$ cat config.mk
export PLATFORM = sky130hd
export DESIGN_NAME = vec_argmax
export DESIGN_NICKNAME = d
export VERILOG_FILES = /design/src/rtl/nn_pkg.sv /design/src/rtl/vec_argmax.sv
export SDC_FILE = /design/constraint.sdc
export NUM_CORES = 1
export LEC_CHECK = 0
export ABC_AREA = 1
export BUFFER_PORTS_ARGS = -buffer_cell sky130_fd_sc_hd__clkbuf_2
export CORE_MARGIN = 3
export CORE_UTILIZATION = 35
export DETAILED_ROUTE_END_ITERATION = 10
export GPL_TIMING_DRIVEN = 0
export HOLD_SLACK_MARGIN = 0.03
export SETUP_SLACK_MARGIN = 0.5
export SYNTH_ARGS = -nofsm -noshare
export SYNTH_HDL_FRONTEND = slang
export SYNTH_SLANG_ARGS = --single-unit
$ cat constraint.sdc
create_clock -name clk -period 2.91 [get_ports clk]
set_input_delay 0.291 -clock clk [delete_from_list [all_inputs] [get_ports clk]]
set_output_delay 0.291 -clock clk [all_outputs]
set_load 0.1 [all_outputs]
$ cat src/rtl/nn_pkg.sv
// Shared definitions for the dense-layer post-processing blocks:
// default vector geometry, index-width helper and the argmax FSM states.
package nn_pkg;

   localparam int NN_N = 16;   // default vector length (number of classes)
   localparam int NN_W = 16;   // default element width, signed

   // Index width for an N-entry vector; a single entry still needs one bit.
   function automatic int idx_w(input int n);
      return (n <= 1) ? 1 : $clog2(n);
   endfunction

   typedef enum logic [1:0] {
      IDLE = 2'd0,
      SCAN = 2'd1,
      DONE = 2'd2
   } argmax_state_t;

endpackage

$ cat src/rtl/vec_argmax.sv
// Sequential argmax over a captured signed vector: one element compared per
// cycle, result held on a valid/ready output until the consumer takes it.
module vec_argmax
   import nn_pkg::*;
#(
   parameter  int N     = NN_N,
   parameter  int W     = NN_W,
   localparam int IDX_W = idx_w(N)
) (
   input  logic                  clk,
   input  logic                  rst_n,
   input  logic                  in_valid,
   output logic                  in_ready,
   input  logic [N-1:0][W-1:0]   in_vec,
   output logic                  out_valid,
   input  logic                  out_ready,
   output logic [IDX_W-1:0]      out_idx,
   output logic [W-1:0]          out_max
);

   localparam logic [IDX_W-1:0] LAST_IDX = IDX_W'(N - 1);

   argmax_state_t    state_q, state_d;
   logic [W-1:0]     cap_q [N];
   logic [W-1:0]     cap_d [N];
   logic [IDX_W-1:0] cnt_q, cnt_d;
   logic [W-1:0]     best_val_q, best_val_d;
   logic [IDX_W-1:0] best_idx_q, best_idx_d;
   logic             out_valid_q, out_valid_d;
   logic [IDX_W-1:0] out_idx_q, out_idx_d;
   logic [W-1:0]     out_max_q, out_max_d;

   // Candidate for this scan step and the running best after including it.
   logic [W-1:0]     cand_val;
   logic             cand_wins;
   logic [W-1:0]     scan_val;
   logic [IDX_W-1:0] scan_idx;

   assign in_ready  = (state_q == IDLE);
   assign out_valid = out_valid_q;
   assign out_idx   = out_idx_q;
   assign out_max   = out_max_q;

   // Strict signed compare so that ties keep the earliest (lowest) index.
   always_comb begin
      cand_val  = cap_q[cnt_q];
      cand_wins = ($signed(cand_val) > $signed(best_val_q));
      scan_val  = cand_wins ? cand_val : best_val_q;
      scan_idx  = cand_wins ? cnt_q    : best_idx_q;
   end

   // Next-state logic: capture in IDLE, walk the vector in SCAN, hold in DONE.
   always_comb begin
      state_d     = state_q;
      cap_d       = cap_q;
      cnt_d       = cnt_q;
      best_val_d  = best_val_q;
      best_idx_d  = best_idx_q;
      out_valid_d = out_valid_q;
      out_idx_d   = out_idx_q;
      out_max_d   = out_max_q;
      case (state_q)
         IDLE: begin
            if (in_valid) begin
               for (int i = 0; i < N; i++) begin
                  cap_d[i] = in_vec[i];
               end
               best_val_d = in_vec[0];
               best_idx_d = '0;
               cnt_d      = IDX_W'(1);
               if (N == 1) begin
                  // Nothing left to compare: element 0 is the answer.
                  state_d     = DONE;
                  out_valid_d = 1'b1;
                  out_idx_d   = '0;
                  out_max_d   = in_vec[0];
               end else begin
                  state_d = SCAN;
               end
            end
         end
         SCAN: begin
            best_val_d = scan_val;
            best_idx_d = scan_idx;
            if (cnt_q == LAST_IDX) begin
               state_d     = DONE;
               out_valid_d = 1'b1;
               out_idx_d   = scan_idx;
               out_max_d   = scan_val;
            end else begin
               cnt_d = cnt_q + IDX_W'(1);
            end
         end
         DONE: begin
            // Result registers keep their value; only the valid flag drops.
            if (out_ready) begin
               out_valid_d = 1'b0;
               state_d     = IDLE;
            end
         end
         default: begin
            state_d     = IDLE;
            out_valid_d = 1'b0;
         end
      endcase
   end

   // State registers; asynchronous reset discards any vector in flight.
   always_ff @(posedge clk or negedge rst_n) begin
      if (!rst_n) begin
         state_q     <= IDLE;
         cnt_q       <= '0;
         best_val_q  <= '0;
         best_idx_q  <= '0;
         out_valid_q <= 1'b0;
         out_idx_q   <= '0;
         out_max_q   <= '0;
         for (int i = 0; i < N; i++) begin
            cap_q[i] <= '0;
         end
      end else begin
         state_q     <= state_d;
         cnt_q       <= cnt_d;
         best_val_q  <= best_val_d;
         best_idx_q  <= best_idx_d;
         out_valid_q <= out_valid_d;
         out_idx_q   <= out_idx_d;
         out_max_q   <= out_max_d;
         for (int i = 0; i < N; i++) begin
            cap_q[i] <= cap_d[i];
         end
      end
   end

endmodule

==> impl_metrics.json, run 1 <==
{
  "rsz0062_at_grt": "yes",
  "num_io_pins": 282,
  "synth-edff-count": 0,
  "cts-buffers-inserted": 36,
  "ctsLongestPathBuffers": 3,
  "startpoint_type": "register",
  "maxCapViolations": 0,
  "drt_iter0_drc": 1441,
  "rows": 75,
  "ys_seq_elements": 303,
  "drc_errors": 0,
  "final_area_um2": 22700,
  "dieArea_um2": 45400,
  "setup_viol": 40,
  "leakage_uw": 0.0114,
  "fill_cells": 3854,
  "fmax_mhz": 326,
  "first_global_vias": 15733,
  "multiInputGateArea_um2": 6840,
  "drive_above_1_share_pct": 26.3,
  "cts_max_level": 2,
  "grt_first_pass_wirelength_mm": 90.4,
  "synthTopCellsByCount": "nand2_1, dfrtp_1, inv_1",
  "place.gp.congestion": 0.914,
  "coreArea_um2": 42100,
  "ys_warn_count": 0,
  "vias": 15949,
  "yosysTopAreaCell": "dfrtp_1",
  "routedWlPerCell_um": 19.8,
  "fin_crit_sh_pct": 106,
  "synth-main-ff-cell": "dfrtp_1",
  "ys_types": 27,
  "critical_path_class": "register to register",
  "clk_pin_slew_worst_paths_ns": 0.06,
  "grt_max_degree": 109,
  "regArea_um2": 7580,
  "root_buffer": "clkbuf_16",
  "yosysMostFrequentCell": "nand2_1",
  "synth.top_cells.by_area": "dfrtp_1, nand2_1, o21ai_0",
  "dp_hpwl_mm": 43.8,
  "powerDensity_nw_per_um2": 1310,
  "finalSetupTns_ns": -5.00,
  "slew_violations": 0,
  "worst_slew_pin_slew_ns": 0.616,
  "grt_overflow": 0,
  "avgSynthCellArea_um2": 7.51,
  "vias_per_cell": 5.07,
  "violations": "setup timing",
  "ant_nets": 0,
  "grt.total_usage_pct": 26.5,
  "die_y_um": 213,
  "cts_tree": "yes",
  "rr_worst_depth": 19,
  "finalNetCount": 2858,
  "critical_path_arrival_ns": 3.49,
  "syn-instance-count": 1999,
  "skew_ns": 0.0196,
  "yosysSeqAreaShare_pct": 50.5,
  "netlist_area_um2": 15000,
  "synth_top_area_share_pct": 50.5,
  "die_w_um": 213,
  "ys_async_sr_fraction_pct": 100,
  "min_period_ns": 3.07,
  "ir_worst_vdd_mv": 0.951,
  "clock_latency_ns": 0.55,
  "outcome": "finished with violations",
  "dpl_cell_area_um2": 17200,
  "antenna_found_initial": 1,
  "wirelength_mm": 62.4,
  "relSlewSlack_pct": 58.9,
  "end_kind": "register",
  "syn_nets": 2276,
  "syn_to_final_growth_pct": 50.9,
  "start_util_pct": 35.7,
  "portBuffers": 281,
  "setup_ws_ns": -0.161,
  "cts_sinks": 303,
  "hp-class": "primary input to register",
  "path_max_fanout": 7,
  "finalHoldViolCount": 0,
  "firstDrtPassIters": 6,
  "hold_depth": 3,
  "required_ns": 3.33
}
## layout by cell type, fill, tap and decap left out, drive strengths merged
cell         instances
nand3b               1
o22ai                3
inv                292
clkinvlp             5
nand3              238
nor2                12
nand4               21
dlygate4sd3        232
buf                104
a21o                 1
diode                1
a21oi                7
nor3                 3
clkinv               9
clkbuf             379
ha                  17
dfrtp              303
nand2              701
bufinv               4
o21ai              273
o32ai                1
## worst max-delay path, stage by stage (launching register included)
cell and delay (ns):
dfrtp_2 0.45, buf_12 0.18, buf_12 0.14, buf_8 0.12, nand2_1 0.06, nand3_1 0.14, nand3_1 0.11, nand3_2 0.13
nand2_4 0.08, ha_4 0.26, nand4_1 0.18, nor3_4 0.27, nand2_2 0.12, nand2_2 0.11, nand2_4 0.07, nand3_4 0.15
clkbuf_16 0.18, nand2_2 0.06, nand3_1 0.08, nand2_1 0.06
## layout make-up
class | count | share of cell area [%]
timing repair inverter | 1 | 0.0497
sequential | 303 | 33.5
tap | 539 | 2.98
timing repair buffer | 543 | 18.7
buffer | 123 | 4.22
inverter | 295 | 4.97
antenna | 1 | 0.0110
clock buffer | 49 | 4.64
clock inverter | 14 | 0.828
multi-input combinational | 1278 | 30.2
## state kept, by name, indices dropped and copies added, names as in the netlist
signal      count
cap_q         256
out_valid       1
out_max        16
best_val_q     16
state_q         2
out_idx         4
best_idx_q      4
cnt_q           4
## report_power, final
group / switching [uW] / internal, uW
sequential: 669 / 6270
combinational: 11500 / 6460
clock: 1870 / 2890
total: 14000 / 15600
## timing repair
| action | 4_1_cts | 5_1_grt |
|---|---|---|
| cloned | 4 | 9 |
| gates resized for setup | 141 | 230 |
| hold endpoints to repair | 338 | 0 |
| endpoints found under the setup margin | 40 | 40 |
| buffers inserted | 3 | 12 |
| hold buffers | 232 | 0 |
| pin swaps | 7 | 62 |
## stage by stage
| stage | power [uW] | worst slack, ns | utilization, % | cells | hold slack (ns) |
|---|---|---|---|---|---|
| floorplan | 15900 | 0.502 | - | 1999 | -0.00459 |
| global placement | 19600 | -5.09 | 40.7 | 2819 | 0.461 |
| detailed placement | 19900 | -0.484 | 40.9 | 2822 | 0.413 |
| CTS | 26300 | -0.0573 | 50.8 | 3124 | 0.0304 |
| global route | 31600 | -0.267 | 53.8 | 3145 | 0.0406 |
| finish | 29600 | -0.161 | 53.8 | 3146 | 0.0320 |
## routing by layer
layer / wire (um) / track usage [%] / up-vias
met3: 5190 / 4.72 / 148
met4: 2820 / 11.3 / 0
met2: 28100 / 41.1 / 763
met1: 26300 / 36.5 / 7624
li1: - / - / 7414
met5: 0 / 0 / -
## final timing paths
path	slack, ns	startpoint	end
max	-0.16	cnt_q[0]	best_val_q[3]
min	0.03	in_vec[24]	cap_q[232]
max reg2reg	-0.16	cnt_q[0]	best_val_q[3]
min reg2reg	0.48	cap_q[71]	cap_q[71]
max in group asynchronous	1.11	rst_n	cap_q[125]
min in group asynchronous	0.38	rst_n	out_max[12]
## cells by family after synthesis
family | synth area share [%]
and+or+nand+nor | 26.8
AOI/OAI and AO/OA | 9.56
buffers and inverters | 11.7
DFF | 50.5
adders and majority gates | 1.42
(Power assumes the default switching activity.)
==> inputs of run 2 (changes only) <==
--- a/config.mk
+++ b/config.mk
@@ -12,7 +12,9 @@
 export DETAILED_ROUTE_END_ITERATION = 10
 export GPL_TIMING_DRIVEN = 0
 export HOLD_SLACK_MARGIN = 0.03
+export PLACE_DENSITY = 0.56
 export SETUP_SLACK_MARGIN = 0.5
 export SYNTH_ARGS = -nofsm -noshare
 export SYNTH_HDL_FRONTEND = slang
 export SYNTH_SLANG_ARGS = --single-unit
+export TNS_END_PERCENT = 10
==> run 2 against run 1 <==
  * The run still ends with setup timing left
  * Final area increased by 1.3%
  * Cell count increased by 0.45%
  * Non-clock buffer count rose by 16
  * Worst setup slack improved by 0.034 ns
  * Clock power increased by 1%
  * Sequential power about the same
  * Critical path type unchanged
  * Largest cell class unchanged
==> impl_metrics.json, run 2 (synthesis results as in run 1) <==
{
  "cts-buffers-inserted": 35,
  "relSlewSlack_pct": 53.2,
  "maxCapViolations": 0,
  "grt_overflow": 0,
  "dp_slack_ns": -0.729,
  "finalCoreUtilization_pct": 54.5,
  "fmax_mhz": 329,
  "end_kind": "register",
  "dp_hpwl_mm": 44.2,
  "dieArea_um2": 45400,
  "syn_to_final_growth_pct": 52.8,
  "setup_ws_ns": -0.127,
  "power_uw": 30100,
  "grt.total_usage_pct": 27.1,
  "ir_worst_vdd_mv": 0.761,
  "outcome": "finished with violations",
  "wirelength_mm": 64.3,
  "drive_above_1_share_pct": 26.2,
  "root_buffer": "clkbuf_16",
  "min_period_ns": 3.04,
  "die_w_um": 213,
  "vias": 16000,
  "critical_path_arrival_ns": 3.46,
  "grt_max_degree": 107,
  "rsz0062_at_grt": "yes",
  "place.gp.congestion": 0.897,
  "vias_per_cell": 5.06,
  "path_max_fanout": 10,
  "layout_common_cells": "nand2_1, dfrtp_1, clkbuf_2, inv_1, o21ai_0",
  "skew_ns": 0.0165,
  "fill_cells": 3866,
  "cts_tree": "yes",
  "routedWlPerCell_um": 20.4,
  "slew_violations": 0,
  "final_common_cell": "nand2_1",
  "violations": "setup timing",
  "rows": 75,
  "cts_sinks": 303,
  "antenna_found_initial": 0,
  "top_register": "cap_q",
  "firstDrtPassIters": 6,
  "hp-class": "primary input to register",
  "clock_latency_ns": 0.55,
  "powerDensity_nw_per_um2": 1310,
  "die_y_um": 213,
  "largest_reg_flops": 256,
  "clk_pin_slew_worst_paths_ns": 0.06,
  "setup_viol": 40,
  "fin_crit_sh_pct": 104,
  "finalNetCount": 2873,
  "hold_ws_ns": 0.0479,
  "worst_slew_pin_slew_ns": 0.699,
  "grt_first_pass_wirelength_mm": 92.1,
  "first_global_vias": 15678,
  "finalHoldViolCount": 0,
  "num_io_pins": 282,
  "cts_max_level": 2,
  "ant_nets": 0,
  "coreArea_um2": 42100,
  "drt_iter0_drc": 1300,
  "required_ns": 3.34,
  "startpoint_type": "register",
  "instances_no_fill": 3160,
  "placed_cells": 2822,
  "start_util_pct": 35.7,
  "portBuffers": 281,
  "ctsLongestPathBuffers": 3,
  "drc_errors": 0,
  "critical_path_class": "register to register",
  "leakage_uw": 0.0115
}
==> run 2: cell count changes in the layout (fill, tap and decap cells not counted), moves of 6 or more <==
cell,previous run,this run
dlygate4sd3_1,232,244
buf_12,13,20
clkbuf_16,45,52
nand3_1,120,127
clkbuf_4,7,1
nand2_2,40,46
==> run 2: worst paths after layout <==
kind	startpoint	end	slack (ns)	cells after the start
worst max-delay path	cnt_q[0]	out_max[14]	-0.13	19
worst min-delay path	in_vec[8]	cap_q[248]	0.05	3
worst max register to register	cnt_q[0]	out_max[14]	-0.13	19
worst min register to register	best_idx_q[1]	best_idx_q[1]	0.48	2
max in group asynchronous	rst_n	cap_q[103]	1.63	4
min in group asynchronous	rst_n	out_max[11]	0.15	2
==> run 2: report_power, final <==
part | internal, uW | switching, uW | total (uW)
registers | 6270 | 675 | 6950
logic | 6660 | 11700 | 18400
clock network | 2980 | 1840 | 4820
total | 15900 | 14200 | 30100
==> run 2: metrics by stage <==
step | area, um2 | TNS (ns)
global placement | 17100 | -1593.72
finish | 23000 | -4.27
global route | 23000 | -7.39
detailed placement | 17200 | -27.37
floorplan | 15000 | 0
CTS | 21200 | -2.78
==> run 2: area by class of cell <==
class,count,area [um2],share of cell area [%]
multi-input cells,1278,6780,29.5
inverters,295,1140,4.95
repair buffers,559,4460,19.4
repair inverters,1,30.0,0.131
flip-flops and latches,303,7580,33.0
diodes,1,2.50,0.0109
clock inverters,14,235,1.02
plain buffers,123,1040,4.55
clock buffers,47,1010,4.41
well taps,539,674,2.94
==> run 2: critical path, cell delays in order, from the launching register on <==
cell,delay [ns]
dfrtp_2,0.46
buf_12,0.18
buf_8,0.14
nand2_1,0.06
o21ai_1,0.08
nand2_1,0.18
nand3_1,0.13
nand3_2,0.12
nand2_4,0.08
ha_4,0.27
nand4_1,0.16
nor3_4,0.29
nand2_2,0.11
nand2_2,0.10
nand2_4,0.07
nand3_4,0.12
buf_8,0.16
nand2_2,0.07
nand3_2,0.07
nand2_1,0.05
==> run 2: per-layer routing <==
layer	vias to the layer above	routed length (um)	global-route usage (%)	share of wire, %
met3	157	4460	3.97	6.9
met2	670	29200	42.3	45
met1	7727	28000	38.0	44
li1	7446	-	-	-
met4	0	2600	10.9	4.0
met5	-	0	0	0
==> run 2: what timing repair did <==
| item | 4_1_cts | 5_1_grt |
|---|---|---|
| hold endpoints to repair | 458 | 0 |
| hold buffers | 244 | 0 |
| buffers inserted | 1 | 12 |
| setup endpoints to repair | 40 | 40 |
| gates cloned | 0 | 19 |
| gates resized for setup | 87 | 307 |
| pin swaps | 6 | 63 |
